File: config.mk
export PLATFORM = sky130hd
export DESIGN_NAME = wb_trace_fifo
export DESIGN_NICKNAME = d
export VERILOG_FILES = /design/src/rtl/wb_trace_fifo.sv
export SDC_FILE = /design/constraint.sdc
export NUM_CORES = 1
export LEC_CHECK = 0
export ABC_AREA = 1
export ABC_CLOCK_PERIOD_IN_PS = 6100
export CAP_MARGIN = 10
export CORE_UTILIZATION = 35
export CTS_BUF_LIST = sky130_fd_sc_hd__clkbuf_16
export DETAILED_ROUTE_END_ITERATION = 12
export PLACE_DENSITY = 0.62
export SYNTH_ARGS = -nofsm -noshare
export SYNTH_HDL_FRONTEND = slang
export SYNTH_SLANG_ARGS = --single-unit
File: constraint.sdc
create_clock -name clk -period 6.1 [get_ports clk]
set_input_delay 1.83 -clock clk [delete_from_list [all_inputs] [get_ports clk]]
set_output_delay 1.83 -clock clk [all_outputs]
set_load 0.01 [all_outputs]
File: src/rtl/wb_trace_fifo.sv
// Writeback trace FIFO: captures register-file writes and presents them to a consumer
// first-word-fall-through, counting events that arrive while the queue is full.
module wb_trace_fifo #(
  parameter int unsigned DEPTH       = 8,
  parameter bit          FILTER_ZERO = 1'b1
) (
  input  logic                     clk,
  input  logic                     reset,
  input  logic                     wb_en,
  input  logic [31:0]              wb_pc,
  input  logic [4:0]               wb_addr,
  input  logic [31:0]              wb_data,
  input  logic                     trace_ready,
  output logic                     trace_valid,
  output logic [31:0]              trace_pc,
  output logic [4:0]               trace_addr,
  output logic [31:0]              trace_data,
  output logic [$clog2(DEPTH):0]   count,
  output logic                     full,
  output logic                     empty,
  output logic [15:0]              drop_cnt,
  output logic                     overflow
);

  localparam int unsigned AW = $clog2(DEPTH);
  localparam logic [AW:0] FullCount = (AW+1)'(DEPTH);

  logic [31:0] mem_pc   [DEPTH];
  logic [4:0]  mem_addr [DEPTH];
  logic [31:0] mem_data [DEPTH];

  logic [AW-1:0] wr_ptr_q, rd_ptr_q;
  logic [AW:0]   count_q;
  logic [15:0]   drop_q;
  logic          ovf_q;

  logic capture, push, pop, drop;

  always_comb begin
    capture = wb_en && !(FILTER_ZERO && (wb_addr == 5'd0));
    pop     = trace_valid && trace_ready;
    // A full FIFO still accepts a push when the head leaves in the same cycle.
    push    = capture && (!full || pop);
    drop    = capture && full && !pop;
  end

  always_ff @(posedge clk) begin
    if (reset) begin
      wr_ptr_q <= '0;
      rd_ptr_q <= '0;
      count_q  <= '0;
      drop_q   <= '0;
      ovf_q    <= 1'b0;
    end else begin
      if (push) wr_ptr_q <= wr_ptr_q + 1'b1;
      if (pop)  rd_ptr_q <= rd_ptr_q + 1'b1;
      if (push && !pop)      count_q <= count_q + 1'b1;
      else if (pop && !push) count_q <= count_q - 1'b1;
      if (drop) begin
        ovf_q <= 1'b1;
        if (drop_q != 16'hFFFF) drop_q <= drop_q + 16'd1;
      end
    end
  end

  // Storage carries no reset; stale contents are hidden behind trace_valid.
  always_ff @(posedge clk) begin
    if (push && !reset) begin
      mem_pc[wr_ptr_q]   <= wb_pc;
      mem_addr[wr_ptr_q] <= wb_addr;
      mem_data[wr_ptr_q] <= wb_data;
    end
  end

  assign full        = (count_q == FullCount);
  assign empty       = (count_q == '0);
  assign count       = count_q;
  assign trace_valid = !empty;
  assign trace_pc    = mem_pc[rd_ptr_q];
  assign trace_addr  = mem_addr[rd_ptr_q];
  assign trace_data  = mem_data[rd_ptr_q];
  assign drop_cnt    = drop_q;
  assign overflow    = ovf_q;

endmodule

### After elaboration in Yosys (flattened, before gate mapping)

Memories as Yosys holds them, arrays and structs flattened. A register that Yosys moved wholly into a read port is not among the register bits.
Cells that the tools add are included.

| storage, ports and cells | value |
|---|---|
| bits in registers | 27 |
| memory bits (writable) | 552 |
| input port bits | 73 |
| logic and storage cells | 44 |
| memories | 3 |

Memory list:

| name | words | bits a word | rd ports | clocked after Yosys merged registers in | write ports | RTL line | text |
|---|---|---|---|---|---|---|---|
| mem_data | 8 | 32 | 1 | 1 | 1 | 30 | `logic [31:0] mem_data [DEPTH];` |
| mem_pc | 8 | 32 | 1 | 1 | 1 | 28 | `logic [31:0] mem_pc [DEPTH];` |
| mem_addr | 8 | 5 | 1 | 1 | 1 | 29 | `logic [4:0] mem_addr [DEPTH];` |

| cells by class | value |
|---|---|
| add/sub/neg operators | 5 |
| eq/ne operators | 2 |
| multiplexer cells | 10 |
| reductions and logical operators | 19 |

Operators with widths:

| kind | count |
|---|---|
| two-way mux 3 bit | 6 |
| adder 16 x 1 -> 16 bit (second input constant) | 1 |
| inequality test 16 bit (second input constant) | 1 |
| logical AND 1 bit | 8 |
| two-way mux 4 bit | 2 |
| adder 3 x 1 -> 3 bit (second input constant) | 2 |
| logical NOT 1 bit | 6 |
| logical NOT 5 bit | 1 |
| adder 4 x 1 -> 4 bit (second input constant) | 1 |
| equality test 4 bit (second input constant) | 1 |
| logical NOT 4 bit | 1 |
| subtractor 4 x 1 -> 4 bit (second input constant) | 1 |
| two-way mux 1 bit | 2 |
| AND reduction 2 bit | 1 |
| nonzero test 2 bit | 1 |
| logical OR 1 bit | 1 |

### Depth between registers and ports, before layout

Gate-level depths: netlist of run 1.

| logic depth | value |
|---|---|
| depth in word-level cells | 9 |
| mapped depth | 14 |
| depth with buffers taken out | 14 |

### Worst setup path before layout of run 1

OpenSTA, ideal clock, no wires.

| timing path | value |
|---|---|
| kind | input to register |
| start point | input trace_ready |
| end point | memory mem_addr[1][0] (enable) |
| arrival time | 5279 ps |
| required time | 5603 ps |
| slack | 324 ps |
| stages | 5 |
| buffers on the path | 0 |
| cell sequence | nand3b_1 > nand3_1 > inv_1 > nand3_1 > nor2_1 |

| on the way | value |
|---|---|
| cells in the longest elaborated chain, start to end | 6 |

RTL lines:

| what | RTL line | text |
|---|---|---|
| start: declaration | 13 | `input logic trace_ready,` |
| logical AND 1 bit | 41 | `pop = trace_valid && trace_ready;` |
| logical OR 1 bit | 43 | `push = capture && (!full \|\| pop);` |
| logical AND 1 bit | 43 |  |
| logical AND 1 bit | 68 | `if (push && !reset) begin` |
| two-way mux 1 bit | 68 |  |
| two-way mux 1 bit (implied by the code) | 70 | `mem_addr[wr_ptr_q] <= wb_addr;` |
| end: declaration | 29 |  |

No other way between the ends.

==> results of run 1 <==
## flip-flops by register name, summed over array words and instances, names as in the netlist, named ones only
register	cells
count	4
wr_ptr_q	3
rd_ptr_q	3
mem_addr	40
overflow	1
mem_pc	256
drop_cnt	16
mem_data	256
## layer usage
metal  global-route usage, %  up-vias  share of wire, %
met2                   26.55      363                48
met1                   21.38     7186                44
met3                   3.159       82               5.6
met5                       0        -             0.093
li1                        -     6865                 -
met4                   3.994        8               1.8
## final cells by class
cell class | instances | share of cell area (%)
flip-flops and latches | 582 | 63.06
multi-input cells | 1097 | 18.95
repair buffers | 195 | 7.209
clock buffers | 57 | 5.235
well taps | 855 | 3.926
clock inverters | 45 | 1.139
inverters | 31 | 0.4821
## layout by cell type, fill, tap and decap left out, drive strengths merged
cell type | netlist | layout
nand2 | 75 | 75
clkbuf | 51 | 57
xnor2 | 4 | 4
clkinvlp | 0 | 1
nand3 | 21 | 21
clkinv | 2 | 26
o22ai | 69 | 69
xor2 | 2 | 2
fa | 1 | 1
bufinv | 0 | 4
inv | 29 | 45
clkdlybuf4s50 | 0 | 165
a21oi | 20 | 20
nand3b | 4 | 4
nor3 | 1 | 1
nor2 | 532 | 532
edfxtp | 552 | 552
o21ai | 288 | 288
ha | 6 | 6
a31oi | 69 | 69
nand4 | 5 | 5
buf | 60 | 30
dfxtp | 30 | 30
## stage by stage
stage	power (uW)	utilization, %	hold slack, ps	cells	worst slack, ps
after global routing	10920	42.04	514.4	2862	391.6
after global placement	7203	39.36	444.0	2760	1189
final	10420	42.04	474.5	2862	632.8
after CTS	10540	42.04	471.7	2862	544.9
after detailed placement	7246	39.36	461.1	2760	1149
after floorplan	6191	-	433.4	1821	324.3
## final timing paths
path / end / slack, ps / depth (start not counted)
setup / recovery: trace_data[1] / 630 / 7
hold / removal: rd_ptr_q[2] / 470 / 2
setup reg to reg: mem_pc[1][3] / 3230 / 7
hold reg to reg: rd_ptr_q[2] / 470 / 2
## worst reg2reg max path: cells and delay by family (launching register included)
family	cells	cell delay (ps)
flops	1	430
simple gates	5	1440
buf+inv	2	590
## power by group through the flow
stage | clock [uW] | sequential (uW) | combinational, uW
after floorplan | 0 | 4620 | 1570
after detailed placement | 0 | 4680 | 2560
after global routing | 3520 | 4610 | 2790
after global placement | 0 | 4680 | 2520
final | 3300 | 4600 | 2530
after CTS | 3370 | 4600 | 2570
## kinds of logic (layout without fill, tap and decap cells)
family	count (synthesis)	in the layout	share of synthesized area (%)
AO/OA/AOI/OAI	446	446	10.56
XOR/XNOR	6	6	0.2279
adder cells (fa/ha/maj)	7	7	0.4124
buffers and inverters	142	328	3.381
flip-flops	582	582	74.49
AND/OR/NAND/NOR	638	638	10.93
==> results.cfg, run 1 <==
[final_layout]
nFillCells = 5801
design_area_mm2 = 0.02725
register_area_mm2 = 0.01718
syn_to_final_growth_pct = 18.17
multi_input_area_mm2 = 0.005162
nets = 2043
drive_above_1_share_pct = 7.175
antennaDiodeCount = 0

[global_routing]
grt_remaining_overflow = 0
grt_pass1_wl_um = 83310
grt_start_max_net_pins = 167
track_usage_pct = 15.96
grt_pass1_vias = 14306
antenna_found_initial = 4

[sta]
period_minus_slack_ps = 5467
rsz0062_at_grt = no
fin_skew_ps = 15.23
finalCritPeriodShare_pct = 89.63
slew_viol_final = 0
relSlewSlack_pct = 35.90
finalHoldViolCount = 0
tns_ps = 0
max_freq_ghz = 0.1829
setup_viol = 0
worst_pin_slew_ps = 961.5

[worst_setup_path]
start_kind = flip-flop
cp_cell_sequence = inv_4 > buf_4 > o21ai_1 > o22ai_1 > nor2_1 > a31oi_1 > clkdlybuf4s50_1
r2r-start = count[1]
end_kind = primary output
crit_required_ps = 4270
crit_fanout = 78
path_delay_family = buffers and inverters
critPathSlowestCell = inv_4
path_class = flip-flop to primary output
path_buf_inv = 3
critPathMaxStageDelay_ps = 790
worstPathArrival_ps = 3640

[placement]
dpl.hpwl_um = 30090
place_congestion = 0.7536
numPortBuffers = 165
placed_area_mm2 = 0.02551

[floorplanning]
start_util_pct = 35.58
pin_count = 166
die_area_mm2 = 0.06691
die_x_um = 258.7
rows = 93
core-area_mm2 = 0.06481
die_h_um = 258.7

[pwr]
p_per_area_mw_per_mm2 = 382.6
p_leak_uw = 0.008877
p_clk_share_pct = 31.6
ir_drop_mv = 0.2136
p_switching_uw = 3056
seqPwrFrac_pct = 44.1
p_comb_share_pct = 24.3
power.internal_uw = 7368
switching_share_pct = 29.32

[drt]
drtIter0Drc = 1159
drt_pass1_iterations = 5
antenna_left = 0
drt_wl_total_um = 53990
drc = 0
wl_per_cell_um = 18.87
via_per_inst = 5.068
vias = 14504

[logic_synthesis]
synth.top_cells.by_area = edfxtp_1, nor2_1, o21ai_0
syn_area_per_cell_um2 = 12.66
netlist_top_cells_count = edfxtp_1, nor2_1, o21ai_0
yosysTopAreaCell = edfxtp_1
yosysWarningCount = 0
synth.distinct_cells = 34
synth_edf_count = 552
synth-seq-area-share_pct = 74.49
syn_nets = 1901
yosys.cell_count.top_type = edfxtp_1
synthesis.area_mm2 = 0.02306
ys_async_sr_fraction_pct = 0
syn-instance-count = 1821
ys_ff_latch = 582
ys.flop_type = edfxtp_1
netlist.area_leader.share_pct = 71.89

[worst_hold_path]
min-delay-start = rd_ptr_q[2]
hold_class = flip-flop to flip-flop

[clock_tree]
cts_setup_buffers = 0
cts_sinks = 582
cts_tree = built
insertion_delay_ps = 600
ctsResizeCount = 0
clk_path_buf_depth = 3
cts_root_buf = clkbuf_16
path_clk_slew_ps = 60
postCtsHoldBufs = 0
htreeDepth = 2
cts_buffers = 56

[status]
outcome = complete, no violations

[flow_run]
max-cap-violations = 0
(Power assumes the default switching activity.)
==> run 2, diff against run 1 <==
Settings changed: PLACE_DENSITY 0.62 to 0.59.
==> run 2 against run 1 <==
Net effect: clock power increased by 12%; core utilization grew 0.46 points; register-to-register slack improved by 130 ps; flip-flop and latch count is the same; die area is the same; clock skew grew 41 ps; combinational power hardly changed; clock-buffer cell count rose by 2.
==> results.cfg, run 2 (same netlist as run 1, synthesis figures left out) <==
[global_routing]
track_usage_pct = 16.26
use_met3_pct = 2.827
grt_pass1_vias = 14267
grt_remaining_overflow = 0
grt_pass1_wl_um = 84300
busiest_layer = met2
grt_start_max_net_pins = 141
use_met2_pct = 27.44
gr-usage-met1_pct = 21.42
antenna_found_initial = 1

[final_layout]
final_common_cell = edfxtp_1
finalNonFillerCells = 2870
nets = 2044
syn_to_final_growth_pct = 19.47
nFillCells = 5827
largest_registers = mem_data x256, mem_pc x256, mem_addr x40
drive_above_1_share_pct = 8.040
final_cell_mix = edfxtp_1, nor2_1, o21ai_0
design_area_mm2 = 0.02755
antennaDiodeCount = 0
final_util_pct = 42.50

[floorplanning]
rows = 93
die_x_um = 258.7
start_util_pct = 35.58
pin_count = 166
die_area_mm2 = 0.06691
core-area_mm2 = 0.06481
die_h_um = 258.7

[sta]
relSlewSlack_pct = 42.03
worst_pin_slew_ps = 869.5
max_freq_ghz = 0.1869
slew_viol_final = 0
setup_viol = 0
fin_skew_ps = 55.94
period_minus_slack_ps = 5352
rsz0062_at_grt = no
finalHoldViolCount = 0
tns_ps = 0
finalCritPeriodShare_pct = 87.73

[pwr]
p_leak_uw = 0.008978
p_per_area_mw_per_mm2 = 393.4
ir_drop_mv = 0.2149
fin_total_pwr_uw = 10840

[placement]
dpl.hpwl_um = 30310
place_congestion = 0.7539
numPortBuffers = 165
placed_area_mm2 = 0.02552
place_inst = 2758

[clock_tree]
cts_buffers = 59
cts_root_buf = clkbuf_16
insertion_delay_ps = 660
clk_path_buf_depth = 3
path_clk_slew_ps = 60
postCtsHoldBufs = 0
cts_sinks = 582
cts_setup_buffers = 0
ctsResizeCount = 0
htreeDepth = 2
cts_tree = built

[worst_setup_path]
path_class = flip-flop to primary output
crit_required_ps = 4270
crit_fanout = 48
worstPathArrival_ps = 3520
start_kind = flip-flop
reg2reg_slack_ps = 3360
end_kind = primary output

[drt]
drc = 0
vias = 14545
drt_wl_total_um = 55060
via_per_inst = 5.068
drtIter0Drc = 1055
drt_pass1_iterations = 5
wl_per_cell_um = 19.19
antenna_left = 0

[flow_run]
max-cap-violations = 0

[status]
outcome = complete, no violations

[worst_hold_path]
hold_class = flip-flop to flip-flop
[run 2: stage by stage]
step	hold slack, ps	setup WS (ps)
CTS	480.4	668.4
global route	487.0	479.9
finish	472.6	748.4
floorplan	433.4	324.3
detailed placement	466.1	1239
global placement	448.3	1297
[run 2: cell type report]
type	count	area, um2	share of cell area [%]
clock buffers	59	1476	5.359
clock inverters	53	550.5	1.998
flip-flops and latches	582	17180	62.38
multi-input cells	1097	5162	18.74
inverters	31	131.4	0.4769
well taps	855	1070	3.883
repair buffers	193	1974	7.167
[run 2: layer usage]
layer	wire length (um)	part of all wire [%]
met2	26820	49
met5	11	0.020
met3	2842	5.2
met1	24290	44
met4	1098	2.0
[run 2: critical path, stage by stage, from the launching register on]
cell and delay (ps):
dfxtp_4 730, buf_4 570, o21ai_0 230, o22ai_1 260, nor2_1 60, a31oi_1 390
clkdlybuf4s50_1 630
[run 2: report_power, final]
part	switching [uW]	internal, uW	total, uW	leakage [uW]
Clock	1550	2160	3710	0.00102
Sequential	86.2	4490	4570	0.00523
Combinational	1530	1030	2560	0.00273
Total	3160	7680	10800	0.00898
[run 2: worst paths after layout]
kind / endpoint / startpoint / depth (start not counted)
setup reg to reg: mem_pc[7][18] / count[1] / 7
hold / removal: overflow / overflow / 2
hold reg to reg: overflow / overflow / 2
setup / recovery: trace_data[22] / flip-flop / 6
==> run 3, diff against run 2 <==
Settings changed: SKIP_CTS_REPAIR_TIMING from default to 1, SLEW_MARGIN from default to 40.
==> run 3 against run 2 <==
Net effect: fmax up 0.19%; die area is the same; global-route usage did not move; sequential power about the same; clock power about the same; via count is 0.17% lower; routed wire length about the same; critical path type unchanged.
==> results.cfg, run 3 (same netlist as run 1, synthesis figures left out) <==
[status]
outcome = complete, no violations

[worst_setup_path]
path_class = flip-flop to primary output
reg2reg_slack_ps = 3360
crit_required_ps = 4270
end_kind = primary output
start_kind = flip-flop
worstPathArrival_ps = 3510
crit_fanout = 48

[placement]
numPortBuffers = 165
dpl.hpwl_um = 30310
place_congestion = 0.7539

[final_layout]
largest_registers = mem_data x256, mem_pc x256, mem_addr x40
final_common_cell = edfxtp_1
final_cell_mix = edfxtp_1, nor2_1, o21ai_0
nets = 2045
antennaDiodeCount = 0
syn_to_final_growth_pct = 19.56
drive_above_1_share_pct = 8.085
nFillCells = 5825
final_util_pct = 42.54

[sta]
setup_viol = 0
holdWs_ps = 472.7
rsz0062_at_grt = no
slew_viol_final = 0
max_freq_ghz = 0.1872
tns_ps = 0
worst_pin_slew_ps = 774.6
period_minus_slack_ps = 5341
finalCritPeriodShare_pct = 87.56
finalHoldViolCount = 0
relSlewSlack_pct = 48.36
fin_skew_ps = 55.86

[drt]
wl_met1_um = 24230
via_per_inst = 5.058
met3_length_um = 2730
wl_per_cell_um = 19.18
met2WireLength_um = 27000
drt_pass1_iterations = 5
drc = 0
antenna_left = 0
drt_wl_total_um = 55070
drtIter0Drc = 926
top_layer = met5
vias = 14521

[clock_tree]
cts_buffers = 59
cts_sinks = 582
cts_root_buf = clkbuf_16
cts_tree = built
clk_path_buf_depth = 3
insertion_delay_ps = 660
htreeDepth = 2
path_clk_slew_ps = 60

[global_routing]
grt_pass1_wl_um = 84300
antenna_found_initial = 1
grt_remaining_overflow = 0
grt_pass1_vias = 14267
grt_start_max_net_pins = 141
track_usage_pct = 16.26

[pwr]
p_leak_uw = 0.008986
p_per_area_mw_per_mm2 = 393.3
fin_total_pwr_uw = 10840
ir_drop_mv = 0.2148

[floorplanning]
pin_count = 166
die_x_um = 258.7
die_h_um = 258.7
die_area_mm2 = 0.06691
core-area_mm2 = 0.06481
rows = 93
start_util_pct = 35.58

[flow_run]
max-cap-violations = 0

[worst_hold_path]
hold_class = flip-flop to flip-flop
run 3: changes by cell type in the layout (fill, tap and decap cells not counted):
| cell | delta |
|---|---|
| buf_12 | +1 |
run 3: per-layer routing:
metal	GRT usage (%)	vias to the layer above
met5	0	-
met2	27.44	322
li1	-	6888
met3	2.827	71
met1	21.42	7238
met4	4.767	2
run 3: final timing paths:
check | startpoint | cells past startpoint | to
worst max-delay path | flip-flop | 6 | trace_data[22]
worst min register to register | overflow | 2 | overflow
worst min-delay path | overflow | 2 | overflow
worst max register to register | count[1] | 7 | mem_pc[7][19]
run 3: worst max-delay path, cell delays in order (launching register included):
cell,delay (ps)
dfxtp_4,730
buf_4,560
o21ai_0,230
o22ai_1,260
nor2_1,60
a31oi_1,390
clkdlybuf4s50_1,630
run 3: through the flow:
stage / instances / setup WS, ps / cell area, um2
after floorplan: 1821 / 324.3 / 23060
after global placement: 2758 / 1297 / 25520
after detailed placement: 2758 / 1239 / 25520
after CTS: 2870 / 668.4 / 27550
after global routing: 2871 / 479.9 / 27570
final: 2871 / 758.7 / 27570
run 3: cell type report:
cell class	instances	area [um2]	area share, %
Multi-Input combinational cell	1097	5162	18.73
Timing Repair Buffer	194	1994	7.234
Inverter	31	131.4	0.4765
Tap cell	855	1070	3.880
Clock inverter	53	550.5	1.997
Clock buffer	59	1476	5.355
Sequential cell	582	17180	62.33
run 3: power breakdown:
group	internal, uW	switching [uW]	leakage, uW	total [uW]
clock	2160	1550	0.00102	3710
combinational	1030	1530	0.00274	2560
sequential	4490	86.1	0.00523	4570
